`src/rtl/keypad_pkg.sv`:
```
// ============================================================================
// Module      : keypad_pkg
// Description : Shared keypad types, state encodings and column constants.
// Revision    : 1.0
// ============================================================================
`default_nettype none

package keypad_pkg;

   localparam int KEY_W = 4;

   typedef logic [1:0] key_state_t;

   localparam key_state_t IDLE     = 2'd0;
   localparam key_state_t DEBOUNCE = 2'd1;
   localparam key_state_t PRESSED  = 2'd2;
   localparam key_state_t RELEASE  = 2'd3;

   localparam logic [3:0] COL1 = 4'b1000;
   localparam logic [3:0] COL2 = 4'b0100;
   localparam logic [3:0] COL3 = 4'b0010;
   localparam logic [3:0] COL4 = 4'b0001;

endpackage

`default_nettype wire

```
`src/rtl/key_debounce_capture_counter.sv`:
```
// ============================================================================
// Module      : debounce_counter
// Description : Clearable, enable-gated up-counter with terminal-compare flag.
// Revision    : 1.0
// ============================================================================
`default_nettype none

module debounce_counter #(
   parameter int CNT_W = 8
) (
   input  logic             clk,
   input  logic             rst,
   input  logic             i_clr,
   input  logic             i_load,
   input  logic             i_en,
   input  logic [CNT_W-1:0] i_term,
   output logic             o_at_term
);

   logic [CNT_W-1:0] r_count;

   // Clear wins over load so a state exit can never leave a stale count behind.
   always_ff @(posedge clk) begin
      if (rst || i_clr) begin
         r_count <= '0;
      end else if (i_load) begin
         r_count <= {{(CNT_W-1){1'b0}}, 1'b1};
      end else if (i_en) begin
         r_count <= r_count + {{(CNT_W-1){1'b0}}, 1'b1};
      end
   end

   assign o_at_term = (r_count == i_term);

endmodule

`default_nettype wire

```
`src/rtl/key_debounce_capture.sv`:
```
// ============================================================================
// Module      : key_debounce_capture
// Description : Keypad press/release debouncer emitting one key_valid pulse
//               per press; optional auto-repeat under KEY_REPEAT_EN.
// Revision    : 1.0
// ============================================================================
`default_nettype none

module key_debounce_capture
   import keypad_pkg::*;
#(
   parameter int DEBOUNCE_CYCLES = 4,
   parameter int RELEASE_CYCLES  = 4,
   parameter int CNT_W           = 8
`ifdef KEY_REPEAT_EN
   ,
   parameter int REPEAT_DELAY    = 32,
   parameter int REPEAT_PERIOD   = 8
`endif
) (
   input  logic             slow_clk,
   input  logic             rst,
   input  logic [3:0]       col_shift_reg,
   input  logic [KEY_W-1:0] key_value,
   input  logic             key_pressed,
   output logic             scan_hold,
   output logic [KEY_W-1:0] key_code,
   output logic             key_valid,
   output logic             busy
);

   localparam logic [CNT_W-1:0] c_db_term  = CNT_W'(DEBOUNCE_CYCLES - 1);
   localparam logic [CNT_W-1:0] c_rel_term = CNT_W'(RELEASE_CYCLES - 1);

   key_state_t       r_state;
   key_state_t       w_state_nxt;
   logic [KEY_W-1:0] r_cand_value;
   logic [3:0]       r_cand_col;
   logic [KEY_W-1:0] r_key_code;
   logic             r_key_valid;
   logic             r_busy;

   logic             w_match;
   logic             w_accept;
   logic             w_rpt_pulse;
   logic             w_cnt_clr;
   logic             w_cnt_load;
   logic             w_cnt_en;
   logic             w_cnt_at_term;
   logic [CNT_W-1:0] w_cnt_term;

   assign w_match    = key_pressed && (key_value == r_cand_value) && (col_shift_reg == r_cand_col);
   assign w_cnt_term = (r_state == RELEASE) ? c_rel_term : c_db_term;

   always_comb begin
      w_state_nxt = r_state;
      w_cnt_clr   = 1'b0;
      w_cnt_load  = 1'b0;
      w_cnt_en    = 1'b0;
      w_accept    = 1'b0;
      case (r_state)
         IDLE: begin
            if (key_pressed) begin
               w_state_nxt = DEBOUNCE;
               w_cnt_load  = 1'b1;
            end
         end
         DEBOUNCE: begin
            if (w_match && w_cnt_at_term) begin
               w_state_nxt = PRESSED;
               w_cnt_clr   = 1'b1;
               w_accept    = 1'b1;
            end else if (w_match) begin
               w_cnt_en    = 1'b1;
            end else begin
               w_state_nxt = IDLE;
               w_cnt_clr   = 1'b1;
            end
         end
         PRESSED: begin
            if (!key_pressed) begin
               w_state_nxt = RELEASE;
               w_cnt_load  = 1'b1;
            end
         end
         RELEASE: begin
            if (key_pressed) begin
               w_state_nxt = PRESSED;
               w_cnt_clr   = 1'b1;
            end else if (w_cnt_at_term) begin
               w_state_nxt = IDLE;
               w_cnt_clr   = 1'b1;
            end else begin
               w_cnt_en    = 1'b1;
            end
         end
         default: begin
            w_state_nxt = IDLE;
            w_cnt_clr   = 1'b1;
         end
      endcase
   end

   debounce_counter #(
      .CNT_W     (CNT_W)
   ) u_db_cnt (
      .clk       (slow_clk),
      .rst       (rst),
      .i_clr     (w_cnt_clr),
      .i_load    (w_cnt_load),
      .i_en      (w_cnt_en),
      .i_term    (w_cnt_term),
      .o_at_term (w_cnt_at_term)
   );

`ifdef KEY_REPEAT_EN
   localparam logic [CNT_W-1:0] c_rpt_delay_term  = CNT_W'(REPEAT_DELAY - 1);
   localparam logic [CNT_W-1:0] c_rpt_period_term = CNT_W'(REPEAT_PERIOD - 1);

   logic r_rpt_armed;
   logic w_rpt_at_term;
   logic w_rpt_clr;

   // Counter is held at zero outside PRESSED, so every entry restarts the delay.
   assign w_rpt_pulse = (r_state == PRESSED) && key_pressed && w_rpt_at_term;
   assign w_rpt_clr   = (r_state != PRESSED) || w_rpt_pulse;

   always_ff @(posedge slow_clk) begin
      if (rst || (r_state != PRESSED)) begin
         r_rpt_armed <= 1'b0;
      end else if (w_rpt_pulse) begin
         r_rpt_armed <= 1'b1;
      end
   end

   debounce_counter #(
      .CNT_W     (CNT_W)
   ) u_rpt_cnt (
      .clk       (slow_clk),
      .rst       (rst),
      .i_clr     (w_rpt_clr),
      .i_load    (1'b0),
      .i_en      (r_state == PRESSED),
      .i_term    (r_rpt_armed ? c_rpt_period_term : c_rpt_delay_term),
      .o_at_term (w_rpt_at_term)
   );
`else
   assign w_rpt_pulse = 1'b0;
`endif

   always_ff @(posedge slow_clk) begin
      if (rst) begin
         r_state      <= IDLE;
         r_cand_value <= '0;
         r_cand_col   <= '0;
         r_key_code   <= '0;
         r_key_valid  <= 1'b0;
         r_busy       <= 1'b0;
      end else begin
         r_state     <= w_state_nxt;
         r_key_valid <= w_accept || w_rpt_pulse;
         r_busy      <= (w_state_nxt != IDLE);
         if ((r_state == IDLE) && key_pressed) begin
            r_cand_value <= key_value;
            r_cand_col   <= col_shift_reg;
         end
         if (w_accept) begin
            r_key_code <= r_cand_value;
         end
      end
   end

   assign scan_hold = key_pressed || (r_state != IDLE);
   assign key_code  = r_key_code;
   assign key_valid = r_key_valid;
   assign busy      = r_busy;

endmodule

`default_nettype wire

```
`config.mk`:
```
export PLATFORM = sky130hd
export DESIGN_NAME = key_debounce_capture
export DESIGN_NICKNAME = d
export VERILOG_FILES = /design/src/rtl/keypad_pkg.sv /design/src/rtl/key_debounce_capture_counter.sv /design/src/rtl/key_debounce_capture.sv
export SDC_FILE = /design/constraint.sdc
export NUM_CORES = 1
export LEC_CHECK = 0
export BUFFER_PORTS_ARGS = -buffer_cell sky130_fd_sc_hd__buf_2
export CELL_PAD_IN_SITES_DETAIL_PLACEMENT = 2
export CELL_PAD_IN_SITES_GLOBAL_PLACEMENT = 2
export CORE_UTILIZATION = 36
export CTS_CLUSTER_SIZE = 12
export DETAILED_ROUTE_END_ITERATION = 7
export PLACE_DENSITY = 0.88
export SYNTH_ARGS = -nofsm -noshare
export SYNTH_HDL_FRONTEND = slang
export SYNTH_SLANG_ARGS = --single-unit
```
`constraint.sdc`:
```
create_clock -name slow_clk -period 5 [get_ports slow_clk]
set_clock_uncertainty 0.05 [all_clocks]
set_input_delay 0 -clock slow_clk [delete_from_list [all_inputs] [get_ports slow_clk]]
set_output_delay 0 -clock slow_clk [all_outputs]
set_load 0.01 [all_outputs]
```
==> results of run 1 <==
-- routing by layer --
metal | vias up | global-route usage (%)
li1 | 585 | -
met1 | 599 | 26.70
met2 | 22 | 45.65
met3 | 7 | 4.622
met4 | 0 | 5.519
met5 | - | 0
-- power groups by stage --
stage	clock [µW]	combinational [µW]	sequential, µW
3_3_place_gp	0	46.7	207
6_report	110	63.2	204
4_1_cts	112	59.4	203
3_5_place_dp	0	49.0	207
5_1_grt	116	68.4	205
2_1_floorplan	0	36.8	205
-- metrics by stage --
step	instance area, µm²	cells	util (%)	total power (µW)
6_report	1551	217	46.13	377.5
5_1_grt	1551	217	46.13	388.7
4_1_cts	1551	217	46.13	375.3
3_5_place_dp	1365	198	40.59	256.4
3_3_place_gp	1365	198	40.59	253.4
2_1_floorplan	1266	145	-	242.1
-- state kept, by name, summed over array words and instances, names as in the netlist --
signal            count
r_cand_col            4
key_valid             1
r_cand_value          4
key_code              4
u_db_cnt.r_count      8
r_state               2
busy                  1
-- how the worst min path moves through the flow --
stage	slack, ns	endpoint	start	cells past startpoint
after floorplan	0.1	r_cand_col[0]$_SDFFE_PP0P_	col_shift_reg[0]	2
after detailed placement	0.22	r_cand_col[3]$_SDFFE_PP0P_	col_shift_reg[3]	3
after global placement	0.21	r_cand_col[1]$_SDFFE_PP0P_	col_shift_reg[1]	3
final	0.45	r_cand_value[0]$_SDFFE_PP0P_	key_value[0]	4
after global routing	0.47	r_cand_value[2]$_SDFFE_PP0P_	key_value[2]	4
after CTS	0.43	r_cand_value[2]$_SDFFE_PP0P_	key_value[2]	4
-- cell families (layout without fill, tap and decap cells) --
kind of cell	after synthesis	in the layout	share of synthesized area (%)
buffers and inverters	15	41	4.941
flip-flops	24	24	37.94
XOR/XNOR	9	9	6.226
AND/OR/NAND/NOR	53	53	25.10
AO/OA/AOI/OAI	30	30	14.53
multiplexers	13	13	10.28
adder cells (fa/ha/maj)	1	1	0.9880
-- layout make-up --
type	count	area share (%)
Clock buffer	4	2.339
Inverter	5	1.210
Multi-Input combinational cell	106	46.61
Sequential cell	24	30.97
Tap cell	46	3.710
Timing Repair Buffer	32	15.16
-- placed cells by master (no fill, tap or decap), types with 2 or more instances in the layout --
| master | Yosys | final |
|---|---|---|
| sky130_fd_sc_hd__a21oi_1 | 9 | 9 |
| sky130_fd_sc_hd__a31oi_1 | 2 | 2 |
| sky130_fd_sc_hd__and2_1 | 2 | 2 |
| sky130_fd_sc_hd__and3_1 | 2 | 2 |
| sky130_fd_sc_hd__buf_2 | 2 | 17 |
| sky130_fd_sc_hd__clkbuf_4 | 0 | 3 |
| sky130_fd_sc_hd__dfxtp_1 | 24 | 24 |
| sky130_fd_sc_hd__dlygate4sd3_1 | 0 | 15 |
| sky130_fd_sc_hd__inv_1 | 5 | 5 |
| sky130_fd_sc_hd__mux2i_1 | 13 | 13 |
| sky130_fd_sc_hd__nand2_1 | 3 | 3 |
| sky130_fd_sc_hd__nand3_1 | 5 | 5 |
| sky130_fd_sc_hd__nand4_1 | 2 | 2 |
| sky130_fd_sc_hd__nor2_1 | 16 | 16 |
| sky130_fd_sc_hd__nor2b_1 | 2 | 2 |
| sky130_fd_sc_hd__nor4_1 | 5 | 5 |
| sky130_fd_sc_hd__o211ai_1 | 2 | 2 |
| sky130_fd_sc_hd__o21ai_0 | 7 | 7 |
| sky130_fd_sc_hd__o31ai_1 | 5 | 5 |
| sky130_fd_sc_hd__or3_1 | 2 | 2 |
| sky130_fd_sc_hd__or4_1 | 5 | 5 |
| sky130_fd_sc_hd__xnor2_1 | 8 | 8 |
-- critical path: stages, from the launching register on --
cell and delay [ns]:
sky130_fd_sc_hd__dfxtp_1 0.41, sky130_fd_sc_hd__ha_1 0.23, sky130_fd_sc_hd__or4b_1 0.62, sky130_fd_sc_hd__nor4_1 0.32, sky130_fd_sc_hd__a21oi_1 0.07, sky130_fd_sc_hd__o22ai_1 0.18, sky130_fd_sc_hd__nor2_1 0.07, sky130_fd_sc_hd__dlygate4sd3_1 0.56
==> tab_implementation.tex, run 1 <==
\begin{tabular}{lr}
\hline
Metric & Value \\
\hline
\multicolumn{2}{l}{\textbf{Outcome}} \\
\quad Status & finished clean \\
\multicolumn{2}{l}{\textbf{Placed design}} \\
\quad Final weighted congestion in routability-driven placement & 0.8254 \\
\quad Input/output buffers & 17 \\
\quad Final HPWL DP & 2518 µm \\
\quad Worst slack at placement & 2.515 ns \\
\multicolumn{2}{l}{\textbf{STA}} \\
\quad Portion of the clock cycle consumed by the worst path in the final layout & 51.59\% \\
\quad Final setup violation count & 0 \\
\quad Highest Clock Rate & 387.7 MHz \\
\quad Final hold violation count & 0 \\
\quad Worst-case hold slack & 0.4481 ns \\
\quad Worst relative slew slack & 22.73\% \\
\quad Actual transition at the worst max-transition pin & 1.144 ns \\
\quad Max-slew violations & 0 \\
\quad Setup repair after global routing missed its margin & false \\
\quad Final worst setup slack & 2.421 ns \\
\quad Minimum clock period & 2.579 ns \\
\quad Setup total negative slack & 0 ns \\
\multicolumn{2}{l}{\textbf{Global routing}} \\
\quad Total gr overflow & 0 \\
\quad Global-route wire length before repair & 6375 µm \\
\quad Largest net degree at the start of global routing & 19 \\
\quad Number of antenna violations at the first check in global routing & 0 \\
\quad Vias in the first global route & 1320 \\
\quad Total global-route track usage & 23.76\% \\
\multicolumn{2}{l}{\textbf{Routing}} \\
\quad Detailed-routed wire length on met2 & 2237 µm \\
\quad Violation count after the first detailed-routing iteration & 35 \\
\quad DRT Pass-1 Iters & 4 \\
\quad Uppermost signal routing layer after detailed routing & met4 \\
\quad Routed wl met3 & 91 µm \\
\quad Residual DRC & 0 \\
\quad Antenna Violating Nets Remaining & 0 \\
\quad WL final & 4099 µm \\
\quad M1 wire length & 1704 µm \\
\quad Total number of vias & 1213 \\
\quad Detailed-route wire length per cell & 18.89 µm \\
\quad Via-per-instance ratio & 5.590 \\
\multicolumn{2}{l}{\textbf{Yosys}} \\
\quad Post-synth top cells & sky130\_fd\_sc\_hd\_\_dfxtp\_1 (24), sky130\_fd\_sc\_hd\_\_nor2\_1 (16), sky130\_fd\_sc\_hd\_\_mux2i\_1 (13) \\
\quad EDFF count, synth & 0 \\
\quad Ys async rst share & 0\% \\
\quad Total number of yosys warnings & 0 \\
\quad Sequential fraction of the synthesis area & 37.94\% \\
\quad Leading register cell type out of synthesis & sky130\_fd\_sc\_hd\_\_dfxtp\_1 \\
\quad Post-Synthesis Cells & 145 \\
\quad Share of the synthesized area in the top cell type & 37.94\% \\
\quad Most numerous cell in the Yosys netlist & sky130\_fd\_sc\_hd\_\_dfxtp\_1 \\
\quad Net Count, Synth & 157 \\
\quad Flop and latch count out of synthesis & 24 \\
\quad Post-synthesis instance area & 1266 µm² \\
\quad Number of distinct library cell variants in the gate-level netlist after synthesis & 39 \\
\quad Cell type with the highest aggregate area in the netlist & sky130\_fd\_sc\_hd\_\_dfxtp\_1 \\
\quad Area contributors post-synth & sky130\_fd\_sc\_hd\_\_dfxtp\_1 (38\%), sky130\_fd\_sc\_hd\_\_mux2i\_1 (10\%), sky130\_fd\_sc\_hd\_\_xnor2\_1 (5.5\%) \\
\quad Post-synthesis average cell area & 8.733 µm² \\
\multicolumn{2}{l}{\textbf{Final layout}} \\
\quad Area of the multi-input gates & 723.2 µm² \\
\quad Fraction of final layout cells sized beyond drive strength 1 & 13.45\% \\
\quad Final net count & 184 \\
\quad Relative area change from synthesis to final layout & 22.53\% \\
\quad Antenna Diode Count & 0 \\
\quad Sequential standard cell area & 480.5 µm² \\
\quad Number of fill cells in the layout & 386 \\
\multicolumn{2}{l}{\textbf{Critical path}} \\
\quad Launch point of the worst reg-to-reg path & u\_db\_cnt.r\_count[0]\$\_SDFFE\_PP0P\_ \\
\quad Startpoint types & flip-flop \\
\quad CP Data Arrival Time & 2.78 ns \\
\quad Critical R2R Capture & busy\$\_SDFF\_PP0\_ \\
\quad Capturing instance or port of the critical path & busy\$\_SDFF\_PP0\_ \\
\quad Register-to-register setup slack & 2.42 ns \\
\quad Largest fanout on the critical path & 8 \\
\quad Critical Setup Path Class & reg -> reg \\
\quad Number of cells traversed by the worst register-to-register path & 7 \\
\quad Data required time of the worst path & 5.20 ns \\
\quad Crit. Startpoint & u\_db\_cnt.r\_count[0]\$\_SDFFE\_PP0P\_ \\
\quad Setup crit end kind & flip-flop \\
\multicolumn{2}{l}{\textbf{Die}} \\
\quad Vert. Die Dim & 61.31 µm \\
\quad Die area & 3758 µm² \\
\quad Die width & 61.31 µm \\
\quad Row Count & 21 \\
\quad Number of primary I/O pins & 18 \\
\quad Placeable core region & 3363 µm² \\
\quad Initial cell density of the core & 37.65\% \\
\multicolumn{2}{l}{\textbf{Pwr}} \\
\quad Switching fraction of total power & 28.34\% \\
\quad Share of total power in the clock network & 29.2\% \\
\quad Internal power component & 270.5 µW \\
\quad Leakage power figure & 0.0005635 µW \\
\quad Worst-case vdd ir drop & 142.6 µV \\
\quad Share of power burned in registers & 54.0\% \\
\quad Combinational fraction of design power & 16.7\% \\
\quad Total power per unit cell area & 243.3 nW/µm² \\
\quad NetSw & 107.0 µW \\
\multicolumn{2}{l}{\textbf{CTS}} \\
\quad Clock tree from TritonCTS & built \\
\quad Worst skew pair latency & 0.34 ns \\
\quad CTS Root Cell & sky130\_fd\_sc\_hd\_\_clkbuf\_4 \\
\quad Number of buffers inserted for hold repair after clock tree synthesis & 15 \\
\quad Post-cts repair resize count & 0 \\
\quad Maximum level of the CTS H-tree & 1 \\
\quad Clock-pin slew reported for the worst setup and hold paths after clock tree synthesis & 0.15 ns \\
\quad CTS Buf Count & 3 \\
\quad Number of post-CTS setup repair buffers & 0 \\
\quad Largest buffer count on any clock path & 2 \\
\quad Clk sink count & 24 \\
\multicolumn{2}{l}{\textbf{Hold path}} \\
\quad Path class of the lowest-slack min-delay path & in -> reg \\
\multicolumn{2}{l}{\textbf{Job}} \\
\quad Max-cap violations & 0 \\
\hline
\end{tabular}
No activity file was read; power rests on OpenSTA's default activity.
==> run 2: changes to the inputs <==
- ABC_AREA: default -> 1
- CORE_UTILIZATION: 36 -> 31
- PLACE_DENSITY: 0.88 -> 0.83
- clock period: 5 -> 2.4 ns (I/O delays scaled with it)
==> run 2 against run 1 <==
Compared with the run above: the run now ends with hold timing left; via count is 4.2% higher; core utilization decreased by 7.3 points; critical path depth grew 1; flip-flop and latch count is the same; clock power rose by 120%; fmax increased by 36%; first-iteration DRC count fell by 43%; sequential power is 110% higher; register-to-register slack got worse by 1.9 ns; synthesized cell count increased by 26%; worst setup slack worse by 1.9 ns; largest power group unchanged.
==> tab_implementation.tex, run 2 <==
\begin{tabular}{lr}
\hline
Metric & Value \\
\hline
\multicolumn{2}{l}{\textbf{Outcome}} \\
\quad Status & complete, but fails checks \\
\quad Violated checks & hold timing \\
\multicolumn{2}{l}{\textbf{CTS}} \\
\quad Largest buffer count on any clock path & 2 \\
\quad Number of post-CTS setup repair buffers & 0 \\
\quad Clk sink count & 24 \\
\quad Number of buffers inserted for hold repair after clock tree synthesis & 2 \\
\quad Worst skew pair latency & 0.26 ns \\
\quad CTS Buf Count & 3 \\
\quad CTS Root Cell & sky130\_fd\_sc\_hd\_\_clkbuf\_8 \\
\quad Post-cts repair resize count & 0 \\
\quad Clock-pin slew reported for the worst setup and hold paths after clock tree synthesis & 0.09 ns \\
\quad Maximum level of the CTS H-tree & 1 \\
\quad Clock tree from TritonCTS & built \\
\multicolumn{2}{l}{\textbf{Critical path}} \\
\quad Startpoint types & flip-flop \\
\quad Data required time of the worst path & 2.51 ns \\
\quad Critical Setup Path Class & reg -> reg \\
\quad CP Data Arrival Time & 2.00 ns \\
\quad Setup crit end kind & flip-flop \\
\quad Largest fanout on the critical path & 7 \\
\multicolumn{2}{l}{\textbf{Yosys}} \\
\quad Area contributors post-synth & sky130\_fd\_sc\_hd\_\_dfxtp\_1 (38\%), sky130\_fd\_sc\_hd\_\_nand2\_1 (12\%), sky130\_fd\_sc\_hd\_\_inv\_1 (6.5\%) \\
\quad XOR/XNOR share of the synthesized area & 4.799\% \\
\quad Mux share of post-synthesis cell area & 0\% \\
\quad Post-synthesis average cell area & 6.981 µm² \\
\quad Sequential fraction of the synthesis area & 37.61\% \\
\quad Post-synth top cells & sky130\_fd\_sc\_hd\_\_nand2\_1 (42), sky130\_fd\_sc\_hd\_\_dfxtp\_1 (24), sky130\_fd\_sc\_hd\_\_inv\_1 (22) \\
\quad Flop and latch count out of synthesis & 24 \\
\quad Post-synthesis instance area & 1277 µm² \\
\quad Net Count, Synth & 195 \\
\quad Number of distinct library cell variants in the gate-level netlist after synthesis & 25 \\
\quad Cell type with the highest aggregate area in the netlist & sky130\_fd\_sc\_hd\_\_dfxtp\_1 \\
\quad Synthesized-area fraction occupied by adder cells & 0.9794\% \\
\quad Leading register cell type out of synthesis & sky130\_fd\_sc\_hd\_\_dfxtp\_1 \\
\quad Share of the synthesized area in the top cell type & 37.61\% \\
\quad Ys async rst share & 0\% \\
\quad Combinational family with the most area after synthesis & simple AND/OR/NAND/NOR gates \\
\quad EDFF count, synth & 0 \\
\quad Most numerous cell in the Yosys netlist & sky130\_fd\_sc\_hd\_\_nand2\_1 \\
\quad Synth Area in Compound Gates & 13.12\% \\
\quad Post-Synthesis Cells & 183 \\
\quad Synthesized-area fraction occupied by and/or/nand/nor cells & 36.14\% \\
\quad Total number of yosys warnings & 0 \\
\multicolumn{2}{l}{\textbf{STA}} \\
\quad Highest Clock Rate & 528.0 MHz \\
\quad Minimum clock period & 1.894 ns \\
\quad Max-slew violations & 0 \\
\quad Setup total negative slack & 0 ns \\
\quad Portion of the clock cycle consumed by the worst path in the final layout & 78.91\% \\
\quad Setup repair after global routing missed its margin & false \\
\quad Final hold violation count & 1 \\
\quad Final setup violation count & 0 \\
\quad Actual transition at the worst max-transition pin & 0.5482 ns \\
\quad Worst relative slew slack & 63.41\% \\
\quad Worst-case hold slack & -0.0001679 ns \\
\multicolumn{2}{l}{\textbf{Die}} \\
\quad Number of primary I/O pins & 18 \\
\quad Initial cell density of the core & 33.63\% \\
\quad Placeable core region & 3799 µm² \\
\quad Die width & 66.20 µm \\
\quad Vert. Die Dim & 66.20 µm \\
\quad Row Count & 22 \\
\quad Die area & 4382 µm² \\
\multicolumn{2}{l}{\textbf{Global routing}} \\
\quad Global-route wire length before repair & 6147 µm \\
\quad Vias in the first global route & 1358 \\
\quad Total gr overflow & 0 \\
\quad Number of antenna violations at the first check in global routing & 0 \\
\quad Largest net degree at the start of global routing & 18 \\
\quad Total global-route track usage & 18.86\% \\
\multicolumn{2}{l}{\textbf{Routing}} \\
\quad Residual DRC & 0 \\
\quad Total number of vias & 1264 \\
\quad Violation count after the first detailed-routing iteration & 20 \\
\quad Via-per-instance ratio & 5.036 \\
\quad WL final & 3719 µm \\
\quad Antenna Violating Nets Remaining & 0 \\
\quad Detailed-route wire length per cell & 14.82 µm \\
\quad DRT Pass-1 Iters & 4 \\
\multicolumn{2}{l}{\textbf{Placed design}} \\
\quad Final weighted congestion in routability-driven placement & 0.7844 \\
\quad Input/output buffers & 17 \\
\quad Final HPWL DP & 2939 µm \\
\multicolumn{2}{l}{\textbf{Pwr}} \\
\quad Worst-case vdd ir drop & 190.8 µV \\
\quad Total power per unit cell area & 521.2 nW/µm² \\
\quad Post-layout total power & 769.6 µW \\
\quad Leakage power figure & 0.0006628 µW \\
\multicolumn{2}{l}{\textbf{Final layout}} \\
\quad Post-Route Utilization & 38.87\% \\
\quad Fraction of final layout cells sized beyond drive strength 1 & 15.27\% \\
\quad Final net count & 217 \\
\quad Flip-flop count of the largest register after layout & 8 \\
\quad Most used cells in the layout excluding fill and tap cells & sky130\_fd\_sc\_hd\_\_nand2\_1 (42), sky130\_fd\_sc\_hd\_\_dfxtp\_1 (24), sky130\_fd\_sc\_hd\_\_inv\_1 (22) \\
\quad Commonest non-fill, non-tap cell in the layout & sky130\_fd\_sc\_hd\_\_nand2\_1 \\
\quad Antenna Diode Count & 0 \\
\quad Relative area change from synthesis to final layout & 15.57\% \\
\quad Largest Register & u\_db\_cnt.r\_count \\
\multicolumn{2}{l}{\textbf{Hold path}} \\
\quad Path class of the lowest-slack min-delay path & in -> reg \\
\multicolumn{2}{l}{\textbf{Job}} \\
\quad Max-cap violations & 0 \\
\hline
\end{tabular}
==> run 2: cell types whose count changed in the layout (fill, tap and decap cells not counted), moves of 6 or more <==
cell / before / now
sky130_fd_sc_hd__nand2_1: 3 / 42
sky130_fd_sc_hd__inv_1: 5 / 22
sky130_fd_sc_hd__dlygate4sd3_1: 15 / 2
sky130_fd_sc_hd__mux2i_1: 13 / 0
sky130_fd_sc_hd__nand3_1: 5 / 16
sky130_fd_sc_hd__a21oi_1: 9 / 16
sky130_fd_sc_hd__o21ai_0: 7 / 14
sky130_fd_sc_hd__xnor2_1: 8 / 2
==> run 2: metrics by stage <==
| step | cell area (µm²) | worst slack [ns] | std cells |
|---|---|---|---|
| 2_1_floorplan | 1277 | 0.8572 | 183 |
| 3_3_place_gp | 1415 | 0.6416 | 246 |
| 3_5_place_dp | 1415 | 0.5551 | 246 |
| 4_1_cts | 1476 | 0.5160 | 251 |
| 5_1_grt | 1476 | 0.3115 | 251 |
| 6_report | 1476 | 0.5061 | 251 |
==> run 2: logic make-up (layout without fill, tap and decap cells) <==
| logic type | count (synthesis) | in the layout |
|---|---|---|
| flip-flops | 24 | 24 |
| adder cells (fa/ha/maj) | 1 | 1 |
| XOR/XNOR | 7 | 7 |
| AND/OR/NAND/NOR | 94 | 94 |
| AO/OA/AOI/OAI | 32 | 32 |
| buffers and inverters | 25 | 45 |
==> run 2: layer usage <==
layer,GRT usage (%),routed length [µm],up-vias,share of wire [%]
met1,22.91,1759,612,47
met2,34.18,1859,13,50
li1,-,-,637,-
met5,0,0,-,0
met4,5.585,23,0,0.62
met3,2.414,76,2,2.0
==> run 2: worst paths after layout <==
check	start	to	slack, ns	cells after the start
min	col_shift_reg[3]	r_cand_col[3]$_SDFFE_PP0P_	-0.0002	3
max	u_db_cnt.r_count[0]$_SDFFE_PP0P_	key_code[3]$_SDFFE_PP0P_	0.51	8
max reg2reg	u_db_cnt.r_count[0]$_SDFFE_PP0P_	key_code[3]$_SDFFE_PP0P_	0.51	8
min reg2reg	r_cand_col[1]$_SDFFE_PP0P_	r_cand_col[1]$_SDFFE_PP0P_	0.44	2
==> run 2: critical path, cell delays in order, from the launching register on <==
cell,delay [ns]
sky130_fd_sc_hd__dfxtp_1,0.39
sky130_fd_sc_hd__ha_1,0.23
sky130_fd_sc_hd__inv_1,0.06
sky130_fd_sc_hd__nor3_1,0.18
sky130_fd_sc_hd__nand2_2,0.17
sky130_fd_sc_hd__nor3_1,0.20
sky130_fd_sc_hd__nand4_1,0.26
sky130_fd_sc_hd__nor2_1,0.18
sky130_fd_sc_hd__nor2_1,0.06
==> run 2: where the power goes <==
group | leakage, µW | switching [µW] | internal, µW
clock | 0.0000216 | 131 | 112
sequential | 0.000196 | 9.95 | 412
combinational | 0.000445 | 69.0 | 35.6
==> run 2: final cells by class <==
class                           instances  area (µm²)
Clock buffer                            3       41.29
Fill cell                             478        2322
Inverter                               23       86.33
Multi-Input combinational cell        134       703.2
Sequential cell                        24       480.5
Tap cell                               48       60.06
Timing Repair Buffer                   19       105.1
==> run 3: changes to the inputs <==
- CORE_UTILIZATION: 31 -> 28
- PLACE_DENSITY: 0.83 -> 0.8
- clock period: 2.4 -> 1.5 ns (I/O delays scaled with it)
==> run 3 against run 2 <==
Compared with the run above: the flow finishes with violations (setup timing); highest routed layer unchanged; sequential share of layout area is 7.5 points lower; design area grew 32%; critical path depth down 1; die area up 10%; clock power is 86% higher; count of clock-buffer cells in the layout grew 1; core utilization is 5.6 points higher; register-to-register slack worse by 0.65 ns; combinational power up 120%; flip-flop and latch count is the same; critical endpoint is now u_db_cnt.r_count[7]$_SDFFE_PP0P_.
==> tab_implementation.tex, run 3 (same netlist as run 2, synthesis figures left out) <==
\begin{tabular}{lr}
\hline
Metric & Value \\
\hline
\multicolumn{2}{l}{\textbf{Hold path}} \\
\quad Hold path depth & 3 \\
\quad Path class of the lowest-slack min-delay path & in -> reg \\
\quad Hold path startpoint & col\_shift\_reg[1] \\
\quad Capture endpoint of the worst hold path & r\_cand\_col[1]\$\_SDFFE\_PP0P\_ \\
\multicolumn{2}{l}{\textbf{Die}} \\
\quad Placeable core region & 4384 µm² \\
\quad Row Count & 24 \\
\quad Initial cell density of the core & 29.14\% \\
\quad Vert. Die Dim & 69.55 µm \\
\quad Die area & 4837 µm² \\
\quad Number of primary I/O pins & 18 \\
\quad Die width & 69.55 µm \\
\multicolumn{2}{l}{\textbf{Routing}} \\
\quad Violation count after the first detailed-routing iteration & 32 \\
\quad Residual DRC & 0 \\
\quad Via-per-instance ratio & 4.941 \\
\quad WL final & 4690 µm \\
\quad Antenna Violating Nets Remaining & 0 \\
\quad DRT Pass-1 Iters & 4 \\
\quad Detailed-route wire length per cell & 16.40 µm \\
\quad Total number of vias & 1413 \\
\multicolumn{2}{l}{\textbf{Final layout}} \\
\quad Antenna Diode Count & 0 \\
\quad Largest Register & u\_db\_cnt.r\_count \\
\quad Flip-flop count of the largest register after layout & 8 \\
\quad Commonest non-fill, non-tap cell in the layout & sky130\_fd\_sc\_hd\_\_nand2\_1 \\
\quad Post-Route Utilization & 44.49\% \\
\quad Fraction of final layout cells sized beyond drive strength 1 & 47.86\% \\
\quad Final net count & 247 \\
\quad Most used cells in the layout excluding fill and tap cells & sky130\_fd\_sc\_hd\_\_nand2\_1 (26), sky130\_fd\_sc\_hd\_\_buf\_4 (24), sky130\_fd\_sc\_hd\_\_dfxtp\_1 (17), sky130\_fd\_sc\_hd\_\_buf\_2 (17), sky130\_fd\_sc\_hd\_\_inv\_1 (16) \\
\quad Relative area change from synthesis to final layout & 52.69\% \\
\multicolumn{2}{l}{\textbf{STA}} \\
\quad Worst-case hold slack & 0.009925 ns \\
\quad Final setup violation count & 14 \\
\quad Highest Clock Rate & 608.7 MHz \\
\quad Actual transition at the worst max-transition pin & 0.3541 ns \\
\quad Setup total negative slack & -0.7363 ns \\
\quad Final worst setup slack & -0.1428 ns \\
\quad Final hold violation count & 0 \\
\quad Minimum clock period & 1.643 ns \\
\quad Setup repair after global routing missed its margin & true \\
\quad Max-slew violations & 0 \\
\quad Worst relative slew slack & 76.30\% \\
\quad Portion of the clock cycle consumed by the worst path in the final layout & 109.5\% \\
\multicolumn{2}{l}{\textbf{Placed design}} \\
\quad Worst slack at placement & -0.1722 ns \\
\quad Final HPWL DP & 3110 µm \\
\quad Input/output buffers & 17 \\
\quad Final weighted congestion in routability-driven placement & 0.7092 \\
\multicolumn{2}{l}{\textbf{Pwr}} \\
\quad Switching fraction of total power & 27.39\% \\
\quad Share of total power in the clock network & 33.2\% \\
\quad Share of power burned in registers & 49.8\% \\
\quad Post-layout total power & 1364 µW \\
\quad Total power per unit cell area & 699.3 nW/µm² \\
\quad Internal power component & 990.5 µW \\
\quad Worst-case vdd ir drop & 452.2 µV \\
\quad NetSw & 373.6 µW \\
\quad Leakage power figure & 0.0008904 µW \\
\quad Combinational fraction of design power & 17.1\% \\
\multicolumn{2}{l}{\textbf{Critical path}} \\
\quad Register-to-register setup slack & -0.14 ns \\
\quad Number of cells traversed by the worst register-to-register path & 7 \\
\quad CP Data Arrival Time & 1.80 ns \\
\quad Data required time of the worst path & 1.66 ns \\
\quad Startpoint types & flip-flop \\
\quad Launch point of the worst reg-to-reg path & u\_db\_cnt.r\_count[0]\$\_SDFFE\_PP0P\_ \\
\quad Critical Setup Path Class & reg -> reg \\
\quad Setup crit end kind & flip-flop \\
\quad Critical R2R Capture & u\_db\_cnt.r\_count[7]\$\_SDFFE\_PP0P\_ \\
\quad Largest fanout on the critical path & 3 \\
\multicolumn{2}{l}{\textbf{CTS}} \\
\quad CTS Buf Count & 3 \\
\quad Worst skew pair latency & 0.27 ns \\
\quad Clk sink count & 24 \\
\quad Clock-pin slew reported for the worst setup and hold paths after clock tree synthesis & 0.09 ns \\
\quad CTS Root Cell & sky130\_fd\_sc\_hd\_\_clkbuf\_8 \\
\quad Largest buffer count on any clock path & 2 \\
\quad Clock tree from TritonCTS & built \\
\quad Maximum level of the CTS H-tree & 1 \\
\multicolumn{2}{l}{\textbf{Global routing}} \\
\quad Number of antenna violations at the first check in global routing & 0 \\
\quad Vias in the first global route & 1619 \\
\quad Total gr overflow & 0 \\
\quad Largest net degree at the start of global routing & 16 \\
\quad Total global-route track usage & 20.78\% \\
\quad Global-route wire length before repair & 7803 µm \\
\multicolumn{2}{l}{\textbf{Job}} \\
\quad Max-cap violations & 0 \\
\multicolumn{2}{l}{\textbf{Outcome}} \\
\quad Violated checks & setup timing \\
\quad Status & complete, but fails checks \\
\hline
\end{tabular}
## run 3: worst max-delay path by stage
stage,start,endpoint,depth (start not counted)
2_1_floorplan,u_db_cnt.r_count[0]$_SDFFE_PP0P_,key_code[0]$_SDFFE_PP0P_,8
3_3_place_gp,u_db_cnt.r_count[0]$_SDFFE_PP0P_,key_code[3]$_SDFFE_PP0P_,8
3_5_place_dp,u_db_cnt.r_count[4]$_SDFFE_PP0P_,key_code[3]$_SDFFE_PP0P_,8
4_1_cts,u_db_cnt.r_count[0]$_SDFFE_PP0P_,key_code[3]$_SDFFE_PP0P_,8
5_1_grt,u_db_cnt.r_count[2]$_SDFFE_PP0P_,u_db_cnt.r_count[7]$_SDFFE_PP0P_,7
6_report,u_db_cnt.r_count[0]$_SDFFE_PP0P_,u_db_cnt.r_count[7]$_SDFFE_PP0P_,7
## run 3: final cells by class
| cell class | count | area, µm² |
|---|---|---|
| clock buffer | 4 | 55.05 |
| sequential | 24 | 489.2 |
| inverter | 23 | 86.33 |
| multi-input combinational | 134 | 885.9 |
| fill | 509 | 2434 |
| timing repair buffer | 49 | 369.1 |
| tap | 52 | 65.06 |
## run 3: what timing repair did
item,4_1_cts,5_1_grt
buffers inserted,6,2
hold endpoints to repair,3,0
setup endpoints to repair,16,15
pin swaps,16,10
resized for setup,44,19
hold buffers,3,0
## run 3: routing by layer
metal,track usage (%),wire length (µm),up-vias
li1,-,-,701
met1,21.85,1880,687
met2,40.78,2658,17
met3,3.924,82,8
met4,6.576,68,0
met5,0,0,-
## run 3: worst max-delay path, cell delays in order (launching register included)
cell and delay (ns):
sky130_fd_sc_hd__dfxtp_2 0.37, sky130_fd_sc_hd__buf_4 0.13, sky130_fd_sc_hd__nand3_1 0.16, sky130_fd_sc_hd__nor3_2 0.21, sky130_fd_sc_hd__nand3_1 0.14, sky130_fd_sc_hd__xnor2_1 0.30
sky130_fd_sc_hd__nand2_4 0.08, sky130_fd_sc_hd__a21oi_2 0.14
## run 3: per-stage QoR
stage               area (µm²)  std cells
finish                    1951        286
global route              1951        286
detailed placement        1610        271
CTS                       1891        284
global placement          1610        271
floorplan                 1285        183
## run 3: power groups by stage
stage | logic, µW | registers [µW] | clock network [µW]
after floorplan | 109 | 686 | 0
after global placement | 181 | 688 | 0
after detailed placement | 189 | 689 | 0
after CTS | 220 | 678 | 476
after global routing | 260 | 682 | 491
final | 233 | 679 | 452
